==> src/rtl/mips_pkg.sv <==
// Shared MIPS pipeline definitions: word width, the NOP encoding and a
// constant-foldable ceil(log2) used to size pointers and counters.
package mips_pkg;

  localparam int WORD_W = 32;

  localparam logic [31:0] MIPS_NOP = 32'h0000_0000;

  // Smallest n with 2**n >= value; clog2(1) = 0.
  function automatic int clog2(input int value);
    int result;
    result = 0;
    while ((1 << result) < value) begin
      result = result + 1;
    end
    return result;
  endfunction

endpackage

==> src/rtl/if_queue_mem.sv <==
// Storage for the IF/ID fetch queue: a small register array with one
// synchronous write port and one asynchronous read port. Contents are not
// reset; the owning queue tracks which entries hold live data.
module if_queue_mem #(
  parameter int DEPTH  = 4,
  parameter int DATA_W = 64,
  parameter int ADDR_W = 2
) (
  input  logic              clk,
  input  logic              we,
  input  logic [ADDR_W-1:0] waddr,
  input  logic [DATA_W-1:0] wdata,
  input  logic [ADDR_W-1:0] raddr,
  output logic [DATA_W-1:0] rdata
);

  logic [DATA_W-1:0] mem [DEPTH];

  // Write the incoming entry on the clock edge when enabled.
  always_ff @(posedge clk) begin
    if (we) begin
      mem[waddr] <= wdata;
    end
  end

  // Head entry is read combinationally so it is visible the cycle after the write.
  always_comb begin
    rdata = mem[raddr];
  end

endmodule

==> src/rtl/if_id_queue.sv <==
// Fetch queue between IF and ID. Buffers up to DEPTH {PC, instruction}
// pairs so IF keeps fetching while ID stalls; a taken branch (flush) drops
// every buffered wrong-path entry. When empty, ID sees a NOP with PC 0.
// in_ready and out_valid come from the registered occupancy count only, so
// there is no combinational path from either handshake input to an output.
module if_id_queue #(
  parameter int DEPTH  = 4,
  parameter int WORD_W = mips_pkg::WORD_W
) (
  input  logic                            clk,
  input  logic                            rst,
  input  logic                            in_valid,
  input  logic [WORD_W-1:0]               in_PC,
  input  logic [WORD_W-1:0]               in_instruction,
  output logic                            in_ready,
  input  logic                            flush,
  input  logic                            out_ready,
  output logic                            out_valid,
  output logic [WORD_W-1:0]               out_PC,
  output logic [WORD_W-1:0]               out_instruction,
  output logic [mips_pkg::clog2(DEPTH):0] count
);

  import mips_pkg::*;

  localparam int PTR_W = clog2(DEPTH);
  localparam int CNT_W = PTR_W + 1;
  localparam int ENT_W = 2 * WORD_W;

  localparam logic [CNT_W-1:0] FULL_CNT = CNT_W'(DEPTH);

  // Pointers wrap naturally because DEPTH is a power of two.
  function automatic logic [PTR_W-1:0] ptr_inc(input logic [PTR_W-1:0] p);
    return p + PTR_W'(1);
  endfunction

  // Occupancy update: simultaneous push and pop leave the count unchanged.
  function automatic logic [CNT_W-1:0] cnt_next(input logic [CNT_W-1:0] c,
                                                input logic             up,
                                                input logic             dn);
    logic [CNT_W-1:0] r;
    r = c;
    if (up && !dn) begin
      r = c + CNT_W'(1);
    end else if (dn && !up) begin
      r = c - CNT_W'(1);
    end
    return r;
  endfunction

  logic [PTR_W-1:0] wr_ptr;
  logic [PTR_W-1:0] rd_ptr;
  logic             push;
  logic             pop;
  logic [ENT_W-1:0] wdata;
  logic [ENT_W-1:0] rdata;

  // Handshake decode; flush suppresses both transfers in its cycle.
  always_comb begin
    in_ready  = (count != FULL_CNT);
    out_valid = (count != '0);
    push      = in_valid & in_ready & ~flush;
    pop       = out_valid & out_ready & ~flush;
    wdata     = {in_PC, in_instruction};
  end

  if_queue_mem #(
    .DEPTH  (DEPTH),
    .DATA_W (ENT_W),
    .ADDR_W (PTR_W)
  ) u_mem (
    .clk   (clk),
    .we    (push),
    .waddr (wr_ptr),
    .wdata (wdata),
    .raddr (rd_ptr),
    .rdata (rdata)
  );

  // Pointer and occupancy state; reset wins over flush, flush wins over transfers.
  always_ff @(posedge clk) begin
    if (rst) begin
      wr_ptr <= '0;
      rd_ptr <= '0;
      count  <= '0;
    end else if (flush) begin
      wr_ptr <= '0;
      rd_ptr <= '0;
      count  <= '0;
    end else begin
      if (push) begin
        wr_ptr <= ptr_inc(wr_ptr);
      end
      if (pop) begin
        rd_ptr <= ptr_inc(rd_ptr);
      end
      count <= cnt_next(count, push, pop);
    end
  end

  // Present the head entry, or a NOP at PC 0 when nothing is buffered.
  always_comb begin
    out_PC          = '0;
    out_instruction = WORD_W'(MIPS_NOP);
    if (out_valid) begin
      out_PC          = rdata[ENT_W-1:WORD_W];
      out_instruction = rdata[WORD_W-1:0];
    end
  end

endmodule

==> config.mk <==
export PLATFORM = sky130hd
export DESIGN_NAME = if_id_queue
export DESIGN_NICKNAME = d
export VERILOG_FILES = /design/src/rtl/mips_pkg.sv /design/src/rtl/if_queue_mem.sv /design/src/rtl/if_id_queue.sv
export SDC_FILE = /design/constraint.sdc
export NUM_CORES = 1
export LEC_CHECK = 0
export BUFFER_PORTS_ARGS = -buffer_cell sky130_fd_sc_hd__buf_2
export CELL_PAD_IN_SITES_DETAIL_PLACEMENT = 1
export CELL_PAD_IN_SITES_GLOBAL_PLACEMENT = 1
export CORE_UTILIZATION = 25
export CTS_CLUSTER_SIZE = 10
export DETAILED_ROUTE_END_ITERATION = 8
export PLACE_DENSITY = 0.42
export REMOVE_ABC_BUFFERS = 1
export SYNTH_ARGS = -nofsm -noshare
export SYNTH_HDL_FRONTEND = slang
export SYNTH_SLANG_ARGS = --single-unit
==> constraint.sdc <==
create_clock -name clk -period 7.6 [get_ports clk]
set_clock_uncertainty 0.05 [all_clocks]
set_input_delay 1.14 -clock clk [delete_from_list [all_inputs] [get_ports clk]]
set_output_delay 1.14 -clock clk [all_outputs]
set_load 0.03 [all_outputs]
# --- Word-level counts from Yosys, hierarchy flattened ---
# Memory sizes are Yosys's and may differ from the RTL's. A register that Yosys moved wholly into a read port is not among the register bits.
# Cells that the tools add are included.
totals:
  register_bits: 7
  mem_bits_rw: 256
  output_inout_bits: 69
  elab_cells: 29
  n_memories: 1
classes:
  add_sub_neg: 4
  n_eq_ne: 1
  muxes: 8
  bitwise: 5
  reduce_logical: 7
memory_table:
  columns: ["memory", "depth", "width", "read_ports", "rd_clocked_by_memory_dff", "write_ports", "line_no", "source"]
  rows:
  - ["u_mem.mem", 4, 64, 1, 1, 1, "if_queue_mem.sv:17", "logic [DATA_W-1:0] mem [DEPTH];"]
ops:
  columns: ["cell", "count"]
  rows:
  - ["32-bit 2-to-1 mux", 2]
  - ["3-bit 2-to-1 mux", 2]
  - ["2-bit by 1-bit adder with 2-bit output (second input constant)", 2]
  - ["1-bit bitwise AND", 4]
  - ["2-bit 2-to-1 mux", 2]
  - ["3-bit by 1-bit adder with 3-bit output (second input constant)", 1]
  - ["3-bit inequality test (second input constant)", 1]
  - ["3-bit nonzero test", 1]
  - ["3-bit by 1-bit subtractor with 3-bit output (second input constant)", 1]
  - ["1-bit logical AND", 2]
  - ["1-bit zero test", 2]
  - ["1-bit 2-to-1 mux", 2]
  - ["2-bit nonzero test", 1]
  - ["2-bit OR reduction", 1]
  - ["1-bit NOT", 1]

# --- Longest topological paths before layout ---
depth:
  depth_word: 7
  ltp_mapped: 8

# --- By module ---
# Synthesis repeated with hierarchy kept, for this count alone.
hier_totals:
  cells_unflattened: 449
  area_unflattened_um2: 10169.8
by_module_without_submodules:
  columns: ["mod", "instances", "cells_per_inst", "area_per_inst_um2"]
  rows:
  - ["if_queue_mem", 1, 338, 9341.5]
  - ["if_id_queue", 1, 111, 828.3]

# --- Worst setup path after synthesis ---
# Ideal clock, no wire load.
synth_path:
  path_type: "input to register"
  start: "input in_valid"
  end: "memory u_mem.mem[0][0], enable pin"
  t_arrival_ns: 3.049
  required_time_ns: 7.121
  slack_ns: 4.072
  stages: 3
  n_path_buf: 0
  path_cell_list: "inv_1 -> nor3_1 -> and2_1"
synth_between:
  elab_chain_cells: 4
synth_lines:
  columns: ["item", "line_no", "source"]
  rows:
  - ["start: declaration", "if_id_queue.sv:12", "input logic in_valid,"]
  - ["1-bit bitwise AND (2 in a row)", "if_id_queue.sv:62", "push = in_valid & in_ready & ~flush;"]
  - ["net push", "if_id_queue.sv:53", "logic push;"]
  - ["1-bit 2-to-1 mux", "if_queue_mem.sv:21", "if (we) begin"]
  - ["1-bit 2-to-1 mux (not written as such)", "if_queue_mem.sv:22", "mem[waddr] <= wdata;"]
  - ["end: declaration", "if_queue_mem.sv:17", null]
# The timed path passes the listed nets, and every way through them passes these cells.

==> flow_summary.ini <==
[sta]
final-hold-violation-count = 0
setup_viol = 0
fin_setup_tns_ps = 0
fin_crit_sh_pct = 56.6
rsz0062_at_grt = no
finalCriticalPeriod_ps = 4300
worst_pin_slew_ps = 1130
timing.hold.ws_ps = 482
drv_slew = 0
timing.fmax_ghz = 0.232
relSlewSlack_pct = 24.7

[cells_and_area]
nFillCells = 4093
multiInputGateArea_um2 = 2130
area_delta_synth_final_pct = 20.6
ff_latch_area_um2 = 7880
nets = 685
drive_above_1_share_pct = 39.0

[setup_path]
cp.required_ps = 6410
worst-setup-path-type = flop to output pin
worstSetupStartpointType = flop
reg2reg_slack_ps = 4970
worstPathMaxFanout = 33
critical_path_arrival_ps = 3110
end_kind = output pin

[die]
fp.dieH_um = 204
die_w_um = 204
ios = 138
rows = 73
core_area_um2 = 40000
die_area_um2 = 41600
start_util_pct = 25.5

[logic_synthesis]
synth.most_common_cell = edfxtp_1
syn-cell-area_um2 = 10200
synth.avg_cell_area_um2 = 22.4
async_flop_share_pct = 0
ys_warn_count = 0
ys.flop_type = edfxtp_1
synthTopCellsByArea = edfxtp_1 (75%), mux4_2 (13%), and2_1 (4.2%)
ys_top_cells_by_count = edfxtp_1 (256), and2_1 (68), mux4_2 (60)
yosysTopAreaCellShare_pct = 75.3
synth-edff-count = 256
synthCells = 456
ys_seq_area_share_pct = 77.1
ys_seq_elements = 265
synth_area_leader_cell = edfxtp_1
ys_types = 25

[route]
viasPerCell = 4.22
first_pass_iters = 4
wl_mm = 22.8
drt_iter0_markers = 142
drt_drc_violations_left = 0
dr_total_vias = 4884
ant_nets = 0
wl_per_cell_um = 19.7

[global_routing]
gr-total-overflow = 0
grt_pass1_vias = 5719
grt_pass1_wl_mm = 34.8
antenna_found_initial = 6
grt_max_degree = 66
grt_usage_pct = 11.2

[clock_network]
clkTransAtPathRegs_ps = 60
post_cts_resized = 0
post_cts_buffers = 0
clockBufferDepth = 3
cts_tree = yes
h-tree-depth = 1
clk_latency_ps = 560
cts-root-buf = clkbuf_16
cts_sinks = 265
cts_hold_buffers = 0
cts-buffers-inserted = 31

[pwr]
comb_power_share_pct = 6.8
switching_share_pct = 21.8
p_leak_nw = 4.14
internal_power_mw = 2.49
vdd_drop_max_v = 0.000136
p_total_mw = 3.18
power_density_nw_per_um2 = 258
power_frac_clock_pct = 41.5
p_switching_mw = 0.691
seq_power_share_pct = 51.6

[place]
routabilityCongestion = 0.669
hpwl_mm = 12.0
port_buffers = 137

[hold_path]
worstHoldPathType = flop to flop

[run]
drv_cap = 0

[outcome]
status = completed
flip-flops by register name, indices dropped and copies added, names as in the netlist, named ones only:
name	count
count	3
wr_ptr	2
rd_ptr	2
u_mem.mem	256
kinds of logic after synthesis:
| logic type | synth area share [%] |
|---|---|
| and+or+nand+nor | 4.82 |
| muxes | 14.4 |
| buffers and inverters | 2.11 |
| adders and majority gates | 0.809 |
| xor gates and xnor gates | 0.343 |
| AOI/OAI and AO/OA | 0.454 |
| DFF | 77.1 |
power groups by stage:
stage          Clock [mW]  Combinational, mW  Sequential [mW]
6_report             1.32              0.217             1.64
5_1_grt              1.42              0.239             1.64
4_1_cts              1.37              0.227             1.64
3_5_place_dp            0              0.226             1.67
3_3_place_gp            0              0.221             1.67
2_1_floorplan           0              0.128             1.67
metal layers:
layer / routed length (um) / GRT usage [%] / up-vias
met5: 59 / 0 / -
met4: 450 / 3.30 / 8
met3: 1410 / 3.30 / 42
met2: 11200 / 19.2 / 119
met1: 9710 / 13.6 / 2559
li1: - / - / 2156
worst max-delay path, cell delays in order (launching register included):
cell	delay (ps)
dfxtp_4	840
buf_4	690
mux4_1	620
and2_1	170
buf_2	170
stage by stage:
step	instances	utilization (%)	cell area [um2]	setup slack, ps
5_1_grt	1154	30.7	12300	2960
4_1_cts	1154	30.7	12300	3100
6_report	1156	30.8	12300	3300
3_3_place_gp	1102	28.5	11400	3710
2_1_floorplan	434	-	10000	2780
3_5_place_dp	1102	28.5	11400	3720
final timing paths:
path	to	cells past startpoint	start
hold reg to reg	rd_ptr[0]	2	rd_ptr[0]
hold / removal	rd_ptr[0]	2	rd_ptr[0]
setup / recovery	out_PC[31]	4	flop
setup reg to reg	u_mem.mem[2][57]	4	count[0]
final cells by class:
cell class | instances | area share [%]
clock inverters | 4 | 0.376
well taps | 525 | 5.34
multi-input cells | 164 | 17.3
repair buffers | 143 | 5.94
diodes | 2 | 0.0407
clock buffers | 48 | 6.82
flip-flops and latches | 265 | 64.0
inverters | 5 | 0.153
placed cells by master, fill, tap and decap left out, types with 3 or more instances in the layout:
master,synthesis,final
a21oi_1,3,3
and2_1,68,64
and2_4,0,4
buf_2,6,137
buf_4,0,6
clkbuf_1,8,17
clkbuf_16,0,31
dfxtp_1,9,7
edfxtp_1,256,256
ha_1,5,5
inv_1,5,5
mux4_1,4,4
mux4_2,60,60
nor2_1,5,5
o21ai_0,3,3
xor2_1,4,4
Note: power is estimated with default switching activity, not from simulation.
